$ cat src/rtl/serial_add_pkg.sv
// Package for the bit-serial adder sequencer.
// Holds the 2-bit FSM state encoding and the counter-width helper shared by
// the top module and anything that needs to size its step counter.
package serial_add_pkg;

    typedef enum logic [1:0] {
        ST_IDLE = 2'd0,
        ST_RUN  = 2'd1,
        ST_DONE = 2'd2
    } state_t;

    // Width of the bit counter: enough to count 0 .. width-1.
    function automatic int cnt_w(input int width);
        return $clog2(width);
    endfunction

endpackage

$ cat src/rtl/serial_add_ctrl_fa.sv
// fa: the shared 1-bit full-adder cell.
// Ports:
//   a, b, cin  in   1  addend bits and carry-in
//   sum        out  1  a ^ b ^ cin
//   cout       out  1  majority(a, b, cin)
module fa (
    input  logic a,
    input  logic b,
    input  logic cin,
    output logic sum,
    output logic cout
);

    assign sum  = a ^ b ^ cin;
    assign cout = (a & b) | (a & cin) | (b & cin);

endmodule

$ cat src/rtl/serial_add_ctrl.sv
// serial_add_ctrl: bit-serial adder sequencer.
// Adds op_a + op_b + cin one bit per clock, LSB first, through a single shared
// full-adder cell. Operands enter on a valid/ready port (accepted only in IDLE),
// the WIDTH-bit sum and carry-out leave on a valid/ready port (held in DONE).
// Ports:
//   clk        in   1      rising-edge clock
//   rst_n      in   1      asynchronous active-low reset
//   in_valid   in   1      operands valid
//   in_ready   out  1      operands can be accepted (IDLE only)
//   op_a/op_b  in   WIDTH  operands
//   cin        in   1      carry-in
//   flush      in   1      synchronous abort, returns to IDLE
//   busy       out  1      serial addition in progress (RUN)
//   out_valid  out  1      sum/cout valid (DONE)
//   out_ready  in   1      consumer takes the result
//   sum        out  WIDTH  (op_a + op_b + cin) mod 2^WIDTH
//   cout       out  1      carry out of bit WIDTH-1
module serial_add_ctrl
    import serial_add_pkg::*;
#(
    parameter int WIDTH = 8
) (
    input  logic             clk,
    input  logic             rst_n,
    input  logic             in_valid,
    output logic             in_ready,
    input  logic [WIDTH-1:0] op_a,
    input  logic [WIDTH-1:0] op_b,
    input  logic             cin,
    input  logic             flush,
    output logic             busy,
    output logic             out_valid,
    input  logic             out_ready,
    output logic [WIDTH-1:0] sum,
    output logic             cout
);

    localparam int CNT_W = cnt_w(WIDTH);
    localparam logic [CNT_W-1:0] CNT_LAST = CNT_W'(WIDTH - 1);

    state_t           state_r;
    logic [WIDTH-1:0] a_sh_r;
    logic [WIDTH-1:0] b_sh_r;
    logic [WIDTH-1:0] sum_sh_r;
    logic             carry_r;
    logic [CNT_W-1:0] cnt_r;

    // Output registers: sum/cout must survive past DONE while the shifters
    // are reused by the next operation, so they are captured separately.
    logic [WIDTH-1:0] sum_r;
    logic             cout_r;
    logic             in_ready_r;
    logic             busy_r;
    logic             out_valid_r;

    logic             fa_sum_s;
    logic             fa_cout_s;

    fa u_fa (
        .a    (a_sh_r[0]),
        .b    (b_sh_r[0]),
        .cin  (carry_r),
        .sum  (fa_sum_s),
        .cout (fa_cout_s)
    );

    // Sequencer FSM with datapath shifters and registered handshake outputs.
    always_ff @(posedge clk or negedge rst_n) begin
        if (!rst_n) begin
            state_r     <= ST_IDLE;
            a_sh_r      <= '0;
            b_sh_r      <= '0;
            sum_sh_r    <= '0;
            carry_r     <= 1'b0;
            cnt_r       <= '0;
            sum_r       <= '0;
            cout_r      <= 1'b0;
            in_ready_r  <= 1'b1;
            busy_r      <= 1'b0;
            out_valid_r <= 1'b0;
        end else begin
            case (state_r)
                ST_IDLE: begin
                    // flush outranks in_valid: nothing is accepted while flushing.
                    if (!flush && in_valid) begin
                        a_sh_r     <= op_a;
                        b_sh_r     <= op_b;
                        carry_r    <= cin;
                        cnt_r      <= '0;
                        state_r    <= ST_RUN;
                        in_ready_r <= 1'b0;
                        busy_r     <= 1'b1;
                    end
                end
                ST_RUN: begin
                    if (flush) begin
                        carry_r    <= 1'b0;
                        cnt_r      <= '0;
                        state_r    <= ST_IDLE;
                        in_ready_r <= 1'b1;
                        busy_r     <= 1'b0;
                    end else begin
                        sum_sh_r <= {fa_sum_s, sum_sh_r[WIDTH-1:1]};
                        carry_r  <= fa_cout_s;
                        a_sh_r   <= a_sh_r >> 1;
                        b_sh_r   <= b_sh_r >> 1;
                        if (cnt_r == CNT_LAST) begin
                            // Last bit: publish the completed result directly from
                            // the adder so it is visible on the first DONE cycle.
                            cnt_r       <= '0;
                            sum_r       <= {fa_sum_s, sum_sh_r[WIDTH-1:1]};
                            cout_r      <= fa_cout_s;
                            state_r     <= ST_DONE;
                            busy_r      <= 1'b0;
                            out_valid_r <= 1'b1;
                        end else begin
                            cnt_r <= cnt_r + CNT_W'(1);
                        end
                    end
                end
                ST_DONE: begin
                    // out_ready completes the transfer; flush drops it. Either way
                    // the block returns to IDLE and sum/cout keep their value.
                    if (flush || out_ready) begin
                        state_r     <= ST_IDLE;
                        out_valid_r <= 1'b0;
                        in_ready_r  <= 1'b1;
                    end
                end
                default: begin
                    state_r     <= ST_IDLE;
                    carry_r     <= 1'b0;
                    cnt_r       <= '0;
                    in_ready_r  <= 1'b1;
                    busy_r      <= 1'b0;
                    out_valid_r <= 1'b0;
                end
            endcase
        end
    end

    assign in_ready  = in_ready_r;
    assign busy      = busy_r;
    assign out_valid = out_valid_r;
    assign sum       = sum_r;
    assign cout      = cout_r;

endmodule

$ cat config.mk
export PLATFORM = sky130hd
export DESIGN_NAME = serial_add_ctrl
export DESIGN_NICKNAME = d
export VERILOG_FILES = /design/src/rtl/serial_add_pkg.sv /design/src/rtl/serial_add_ctrl_fa.sv /design/src/rtl/serial_add_ctrl.sv
export SDC_FILE = /design/constraint.sdc
export NUM_CORES = 1
export LEC_CHECK = 0
export ABC_AREA = 1
export CAP_MARGIN = 20
export CORE_UTILIZATION = 56
export DETAILED_ROUTE_END_ITERATION = 6
export HOLD_SLACK_MARGIN = 0.08
export PLACE_DENSITY = 0.84
export SLEW_MARGIN = 20
export SYNTH_ARGS = -nofsm -noshare
export SYNTH_HDL_FRONTEND = slang
export SYNTH_SLANG_ARGS = --single-unit
$ cat constraint.sdc
create_clock -name clk -period 3.6 [get_ports clk]
set_clock_uncertainty 0.2 [all_clocks]
set_input_delay 0.54 -clock clk [delete_from_list [all_inputs] [get_ports clk]]
set_output_delay 0.54 -clock clk [all_outputs]
set_load 0.01 [all_outputs]
# == Word level (Yosys, flattened, before mapping) ==
# Index checks and enable logic that the tools add are counted.
# op_classes
addsub,1
eq_ne,9
n_mux,30
n_bitwise,10
n_reduce_logical,13
# op_table
cell,count
$mux W8,4
$pmux W8 S2,2
$reduce_and A3 Y1,5
$pmux W1 S3,4
$mux W1,11
$ne A2 B2 Y1 const B,5
$mux W3,3
$pmux W3 S3,1
$mux W2,4
$pmux W2 S3,1
$reduce_and A2 Y1,2
$reduce_and A4 Y1,1
$add A3 B1 Y3 const B,1
$and A1 B1 Y1,3
$eq A3 B3 Y1 const B,1
$ne A3 B3 Y1 const B,1
$not A1 Y1,3
$eq A2 B1 Y1 const B,1
$eq A2 B2 Y1 const B,1
$logic_not A2 Y1,1
$or A1 B1 Y1,2
$reduce_bool A2 Y1,1
$xor A1 B1 Y1,2
$logic_and A1 B1 Y1,1
other kinds (2),2
# totals
register_bits,42
word_cells,74

# == Longest topological paths before layout ==
# Gate-level depths: netlist of run 1.
# logic_depth
ltp_word,5
mapped_depth,7
depth_no_buf,7

# == Hierarchy ==
# From an unflattened synthesis of run 1, not the netlist that was laid out.
# hier_totals
hier_cells,220
hier_area_um2,1995.7
# modules_own_cells
module,n_inst,cells_per_inst,area_per_inst_um2,seq_area_each_um2
serial_add_ctrl,1,219,1975.6,1027.2
fa,1,1,20.0,0.0

# == Least setup slack after synthesis of run 1 ==
# No wires, ideal clock.
# synth_path
path_kind,reg2reg
startpoint,register cnt_r[0]
endpoint,"register busy_r, in the netlist busy"
setup_ns,0.065
t_arrival_ns,1.133
t_required_ns,3.335
slack_ns,2.202
stages_incl_launch_ff,8
n_path_buf,0
cell_sequence,dfrtp_1 ha_1 ha_1 nor2_1 nand2_1 nand3_1 nand2_1 nand2_1
# synth_via
elab_chain_cells,3
# synth_lines
element,line_no,rtl
"start, declared",serial_add_ctrl.sv:46,logic [CNT_W-1:0] cnt_r;
"start signal, assigned",serial_add_ctrl.sv:117,cnt_r <= cnt_r + CNT_W'(1);
$eq A3 B3 Y1,serial_add_ctrl.sv:107,if (cnt_r == CNT_LAST) begin
$ne A3 B3 Y1 (no source line),-,
$reduce_and A3 Y1 (no source line),-,
"end signal, assigned",serial_add_ctrl.sv:101,busy_r <= 1'b0;
"end signal, assigned",serial_add_ctrl.sv:114,busy_r <= 1'b0;
"end signal, assigned",serial_add_ctrl.sv:135,busy_r <= 1'b0;
"end, declared",serial_add_ctrl.sv:53,logic busy_r;
# Every way passes these cells.
# A chain may end at the register's enable or synchronous reset.

# == Worst setup path after layout of run 1 ==
# layout_path
startpoint,"register in_ready_r, in the netlist in_ready"
endpoint,output in_ready
# layout_rtl
element,line_no,rtl
"start, declared",serial_add_ctrl.sv:52,logic in_ready_r;
"start signal, assigned",serial_add_ctrl.sv:78,in_ready_r <= 1'b1;
"start signal, assigned",serial_add_ctrl.sv:91,in_ready_r <= 1'b0;
"start signal, assigned",serial_add_ctrl.sv:100,in_ready_r <= 1'b1;
"end, declared",serial_add_ctrl.sv:26,"output logic in_ready,"
# No word-level cell between the ends.

==> summary.txt, run 1 <==
Detailed routing
  – DRT antenna net count: 0
  – # DRC: 0
  – Drt initial violations: 78
  – Detail-routed via count per cell: 4.93
  – Met2 WL post-DR: 1.53 mm
  – Routed WL per cell: 11.2 µm
  – Total wire length: 3.37 mm
  – Top layer in use: met4
  – M1 WL: 1.62 mm
  – Routed vias: 1479
  – Pre-antenna DRT Iters: 4
  – Met3 routed WL: 126 µm

Global route
  – Vias in the first global route: around 1300
  – Initial antenna violation count: 0
  – First-pass GRT wire length: 5.81 mm
  – Global route total overflow: 0
  – Pin count of the biggest net entering global routing: 42
  – GRT Resource Usage Total: 21.9%

Run status
  – Status: complete, no violations

Yosys
  – Syn_area_per_cell: about 8.6 µm²
  – Seq cells post-synth: 41
  – Syn nets: 250
  – Synth warn: 0
  – Synth unique cells: 21
  – Synthesized area: about 1900 µm²
  – Sequential-to-total area share from yosys stat: 53.3%
  – Post-Synthesis Cells: 225

Critical path
  – Worst Path Buf+Inv: 1
  – Crit-path max cell delay: about 550 ps
  – Reg2reg path depth: 6
  – CP top delay family: flip-flops
  – Cell Chain, Critical Path: clkdlybuf4s50_1
  – Critical Path AT: roughly 1400 ps
  – Crit path kind: register to output port
  – Reg-to-reg setup timing slack: 1510 ps
  – WP data required: 2860 ps
  – Type of origin of the critical path: register
  – Reg2reg end: a_sh_r[5]
  – Critical path capture point type: output port
  – Crit-path max FO: 2
  – Worst r2r src: state_r[0]
  – Slowest CP cell: dfstp_2

CTS
  – Cts repair resizes: 0
  – Clk sinks: 41
  – Clk root buf: clkbuf_4
  – # H-tree levels: 2
  – CTS tree: yes
  – CTS Hold Buffers Added: 0
  – Max clock buf depth: 2
  – Cts bufs inserted: 5
  – Worst-path clk slew: about 110 ps
  – Clk_lat worst skew: roughly 340 ps
  – Setup bufs post-CTS: 0

Power
  – Net Sw Frac: between 20 and 30%
  – Comb pwr share: 21.3%
  – Peak supply drop: ~0.32 mV
  – LEAKAGE: 0.00115 µW
  – Power Internal: a little over 800 µW
  – Clk pwr share: 26.7%
  – Seq pwr share: 52.1%
  – Switching power: 336 µW
  – Pwr dens: 498 nW/µm²

Floorplan
  – Initial cell density of the core: 61.1%
  – Die H: 60.6 µm
  – IO Pins: 34
  – Die area: 3680 µm²
  – Core Region: approximately 3200 µm²
  – Row cnt: 20
  – Die width: 60.6 µm

Final layout
  – # diodes: 0
  – Area delta synth->final: 19.9%
  – Leading cell type in the layout, fill and taps excluded: nand2_1
  – Most frequent cells in the layout: nand2_1 (90), dfrtp_1 (40), clkdlybuf4s50_1 (32), inv_1 (21), o21ai_0 (18)
  – Layout cells sized above 1: 9.77%
  – Layout net count: 280
  – Layout Cells excl Fill: 300
  – Fillers: 258

Timing
  – Max Slew Vio Count: 0
  – Fmax: roughly 460 MHz
  – Slew HR: between 40% and 50%
  – Tmin final: 2160 ps
  – Crit share post-route: 60.0%
  – Hold Vio Cnt, Final: 0
  – RSZ-0062 raised after global routing: no
  – Worst-margin pin slew: 878 ps
  – Final setup viols: 0
  – Worst setup margin: 1440 ps
  – Setup_tns: 0 ps

Place
  – Gpl congestion: slightly below 0.8
  – PortBufs: 33
  – Placed cell count: 292
  – Detailed Place HPWL: 2.32 mm
  – DP Worst Slack: 1350 ps

Worst hold path
  – Min-Delay Path Class: input port to async pin

Job
  – Max Cap Viol: 0
logic make-up after synthesis:
logic type | count (synthesis) | synth area share, %
buffers and inverters | 33 | 8.71
AOI/OAI and AO/OA | 36 | 11.1
DFF | 41 | 53.3
adders and majority gates | 3 | 2.34
and+or+nand+nor | 112 | 24.5
layer usage:
| metal | vias to the layer above | global-route usage (%) |
|---|---|---|
| met1 | 668 | 29.4 |
| met4 | 0 | 11.7 |
| met3 | 9 | 4.05 |
| met2 | 42 | 34.1 |
| li1 | 760 | - |
| met5 | - | 0 |
per-stage QoR:
stage	utilization, %	power (µW)	instance area, µm²	hold WS [ps]
3_3_place_gp	70.6	843	2220	257
4_1_cts	73.3	1160	2310	133
2_1_floorplan	-	778	1930	44.4
5_1_grt	73.3	1230	2310	166
3_5_place_dp	70.6	854	2220	266
6_report	73.3	1150	2310	104
final cells by class:
type / count / area [µm²] / area share [%]
timing repair buffer: 33 / 325 / 14.1
sequential: 41 / 1030 / 44.5
tap: 44 / 55.1 / 2.38
multi-input combinational: 151 / 731 / 31.6
clock buffer: 7 / 55.1 / 2.38
clock inverter: 1 / 30.0 / 1.30
inverter: 23 / 86.3 / 3.74
flip-flops by register name, indices dropped and copies added, names as in the netlist, 2 cells and up:
signal and flops:
sum_sh_r 7, state_r 2, b_sh_r 8, a_sh_r 8, cnt_r 3, sum 8
Yosys cell counts:
library cell / count / area (µm²)
o21ai_0: 18 / 90.1
inv_1: 21 / 78.8
nand3b_1: 1 / 7.51
nand3_2: 1 / 10.0
nand3_4: 1 / 17.5
ha_1: 2 / 25.0
buf_6: 5 / 56.3
clkbuf_2: 1 / 5.00
o21ai_1: 9 / 45.0
nand2_2: 1 / 6.26
inv_2: 2 / 7.51
nand2_1: 90 / 338
dfrtp_1: 40 / 1000
o21ai_2: 9 / 78.8
nor2_1: 4 / 15.0
nor2_2: 1 / 6.26
dfstp_2: 1 / 26.3
fa_1: 1 / 20.0
buf_2: 4 / 20.0
nand2_4: 1 / 11.3
nand3_1: 12 / 60.1
power groups by stage:
| stage | combinational (µW) | sequential (µW) | clock (µW) |
|---|---|---|---|
| after detailed placement | 247 | 607 | 0 |
| final | 245 | 599 | 307 |
| after CTS | 249 | 599 | 314 |
| after global placement | 240 | 603 | 0 |
| after global routing | 285 | 609 | 336 |
| after floorplan | 179 | 598 | 0 |
worst register-to-register path, delay by kind of cell, from the launching register on:
kind            cells  cell delay [ps]
buf+inv             1               60
flops               1              440
compound gates      1               80
simple gates        4             1250
how the worst max path moves through the flow:
| stage | slack, ps | start | cells after the start | end |
|---|---|---|---|---|
| floorplan | 2200 | cnt_r[0] | 7 | busy |
| global placement | 1400 | flush | 6 | a_sh_r[1] |
| detailed placement | 1350 | flush | 6 | b_sh_r[0] |
| CTS | 1420 | in_ready | 1 | in_ready |
| global route | 1330 | state_r[0] | 6 | b_sh_r[1] |
| finish | 1440 | in_ready | 1 | in_ready |
Note: power is estimated with default switching activity, not from simulation.
==> run 2: changes to the inputs <==
--- a/config.mk
+++ b/config.mk
@@ -7,10 +7,10 @@
 export LEC_CHECK = 0
 export ABC_AREA = 1
 export CAP_MARGIN = 20
-export CORE_UTILIZATION = 56
+export CORE_UTILIZATION = 47
 export DETAILED_ROUTE_END_ITERATION = 6
 export HOLD_SLACK_MARGIN = 0.08
-export PLACE_DENSITY = 0.84
+export PLACE_DENSITY = 0.75
 export SLEW_MARGIN = 20
 export SYNTH_ARGS = -nofsm -noshare
 export SYNTH_HDL_FRONTEND = slang
==> constraint.sdc (replaced) <==
create_clock -name clk -period 1.8 [get_ports clk]
set_clock_uncertainty 0.2 [all_clocks]
set_input_delay 0.27 -clock clk [delete_from_list [all_inputs] [get_ports clk]]
set_output_delay 0.27 -clock clk [all_outputs]
set_load 0.01 [all_outputs]
==> run 2 against run 1 <==
Against the previous run: largest power group unchanged; count of clock-buffer cells in the layout down 1; non-clock buffer count up 7; total power up 98%; sequential cell count unchanged; critical path depth unchanged; sequential power up 100%; worst setup slack worse by 1300 ps; combinational power up 110%; sequential share of layout area down 1.3 points; utilization down 11 points.
==> summary.txt, run 2 (synthesized netlist as in run 1, its figures left out) <==
Run status
  – Status: complete, no violations

Critical path
  – Worst Path Buf+Inv: 1 (unchanged)
  – Type of origin of the critical path: register
  – CP top delay family: buffers and inverters
  – Slowest CP cell: clkdlybuf4s50_1
  – WP data required: 1330 ps (-1530 ps)
  – Critical path capture point type: output port
  – Critical Path AT: 1210 ps (-210 ps)
  – Reg2reg end: busy
  – Reg-to-reg setup timing slack: 220 ps (-1290 ps)
  – Crit-path max cell delay: 540 ps (about the same)
  – Worst r2r src: cnt_r[0]
  – Cell Chain, Critical Path: clkdlybuf4s50_1
  – Crit path kind: register to output port
  – Reg2reg path depth: 7 (+1)
  – Crit-path max FO: 2 (unchanged)

Global route
  – First-pass GRT wire length: 6.09 mm (+4.9%)
  – Initial antenna violation count: 0 (unchanged)
  – Global route total overflow: 0 (unchanged)
  – GRT Resource Usage Total: 18.9% (-3.0 points)
  – Vias in the first global route: 1416 (+6.5%)
  – Pin count of the biggest net entering global routing: 27 (-36%)

Final layout
  – Post-route cell area: 2380 µm² (+3.0%)
  – FF+latch area: 1030 µm² (unchanged)
  – Multi-input combinational cell area: 731 µm² (unchanged)
  – Leading cell type in the layout, fill and taps excluded: nand2_1
  – Area delta synth->final: 23.5%
  – Most frequent cells in the layout: nand2_1 (90), dfrtp_1 (40), clkdlybuf4s50_1 (31), inv_1 (21), o21ai_0 (18)
  – # diodes: 0 (unchanged)
  – Layout cells sized above 1: 11.8% (+2.0 points)
  – Fillers: 357 (+38%)
  – Layout net count: 287 (+2.5%)

Detailed routing
  – Routed WL per cell: 11.1 µm (-1.2%)
  – Top layer in use: met4
  – DRT antenna net count: 0 (unchanged)
  – Met2 WL post-DR: 1.56 mm (+2.0%)
  – Pre-antenna DRT Iters: 4 (unchanged)
  – M1 WL: 1.68 mm (+3.7%)
  – # DRC: 0 (unchanged)
  – Met3 routed WL: 135 µm (+7.1%)
  – Detail-routed via count per cell: 4.76 (-3.4%)
  – Drt initial violations: 85 (+9.0%)
  – Total wire length: 3.45 mm (+2.4%)
  – Routed vias: 1481 (+0.14%)

Timing
  – Slew HR: 72.7% (+31 points)
  – Max Slew Vio Count: 0 (unchanged)
  – Crit share post-route: between 90% and 100%
  – Fmax: 595 MHz
  – Tmin final: approximately 1700 ps
  – Worst-margin pin slew: 409 ps (-469 ps)
  – Hold Vio Cnt, Final: 0 (unchanged)
  – Setup_tns: 0 ps (unchanged)
  – Final hold slack: 227 ps (+123 ps)
  – RSZ-0062 raised after global routing: no
  – Final setup viols: 0 (unchanged)

CTS
  – Clk_lat worst skew: 300 ps (-40 ps)
  – Clk sinks: 41 (unchanged)
  – Max clock buf depth: 2 (unchanged)
  – Worst-path clk slew: 70 ps (-40 ps)
  – # H-tree levels: 2 (unchanged)
  – Setup bufs post-CTS: 0 (unchanged)
  – Cts bufs inserted: 5 (unchanged)
  – Clk root buf: clkbuf_8
  – CTS tree: yes

Power
  – Peak supply drop: 0.550 mV (+72%)
  – LEAKAGE: 0.00119 µW (+3.1%)
  – Post-route total power: 2280 µW (+98%)
  – Pwr dens: 957 nW/µm² (+92%)

Place
  – Gpl congestion: 0.798 (+1.9%)
  – Detailed Place HPWL: 2.48 mm (+7.1%)
  – Placed inst area: 2290 µm² (+2.8%)
  – PortBufs: 33 (unchanged)

Floorplan
  – IO Pins: 34 (unchanged)
  – Die area: 4360 µm² (+18%)
  – Die H: 66.0 µm (+8.8%)
  – Row cnt: 22 (+10%)
  – Core Region: 3800 µm² (+20%)
  – Die width: 66.0 µm (+8.8%)
  – Initial cell density of the core: 50.7% (-10 points)

Worst hold path
  – Min-Delay Path Class: input port to async pin

Job
  – Max Cap Viol: 0 (unchanged)
==> run 2: per-stage QoR <==
stage,std cells,utilization [%],setup slack [ps]
floorplan,225,-,402
global placement,302,60.2,113
detailed placement,302,60.2,89.4
CTS,311,62.6,99.7
global route,311,62.6,70.5
finish,311,62.6,119
==> run 2: where the power goes <==
| group | switching (µW) | total [µW] | internal, µW | leakage (µW) |
|---|---|---|---|---|
| combinational | 296 | 504 | 208 | 0.000607 |
| sequential | 91.7 | 1200 | 1110 | 0.000536 |
| clock | 307 | 575 | 268 | 0.0000450 |
==> run 2: how the worst max path moves through the flow <==
stage                        start   endpoint  slack (ps)  cells after the start
after CTS                     cout       cout         100                      1
final                         cout       cout         120                      1
after floorplan           cnt_r[0]       busy         400                      7
after global routing          cout       cout          70                      1
after detailed placement     flush  b_sh_r[3]          90                      6
after global placement       flush     sum[6]         110                      5
==> run 2: area by class of cell <==
type | count | area share (%)
repair buffers | 40 | 16.5
flip-flops and latches | 41 | 43.2
clock buffers | 6 | 3.05
inverters | 23 | 3.63
clock inverters | 2 | 0.421
multi-input cells | 151 | 30.7
well taps | 48 | 2.52
==> run 2: timing repair <==
item	4_1_cts	5_1_grt
hold buffers	1	0
endpoints found under the setup margin	1	0
hold endpoints to repair	41	0
resized for setup	1	0
==> run 2: routing by layer <==
| layer | track usage, % | vias to the layer above |
|---|---|---|
| met3 | 4.66 | 7 |
| met1 | 23.6 | 667 |
| li1 | - | 773 |
| met5 | 0 | - |
| met2 | 30.7 | 34 |
| met4 | 8.78 | 0 |
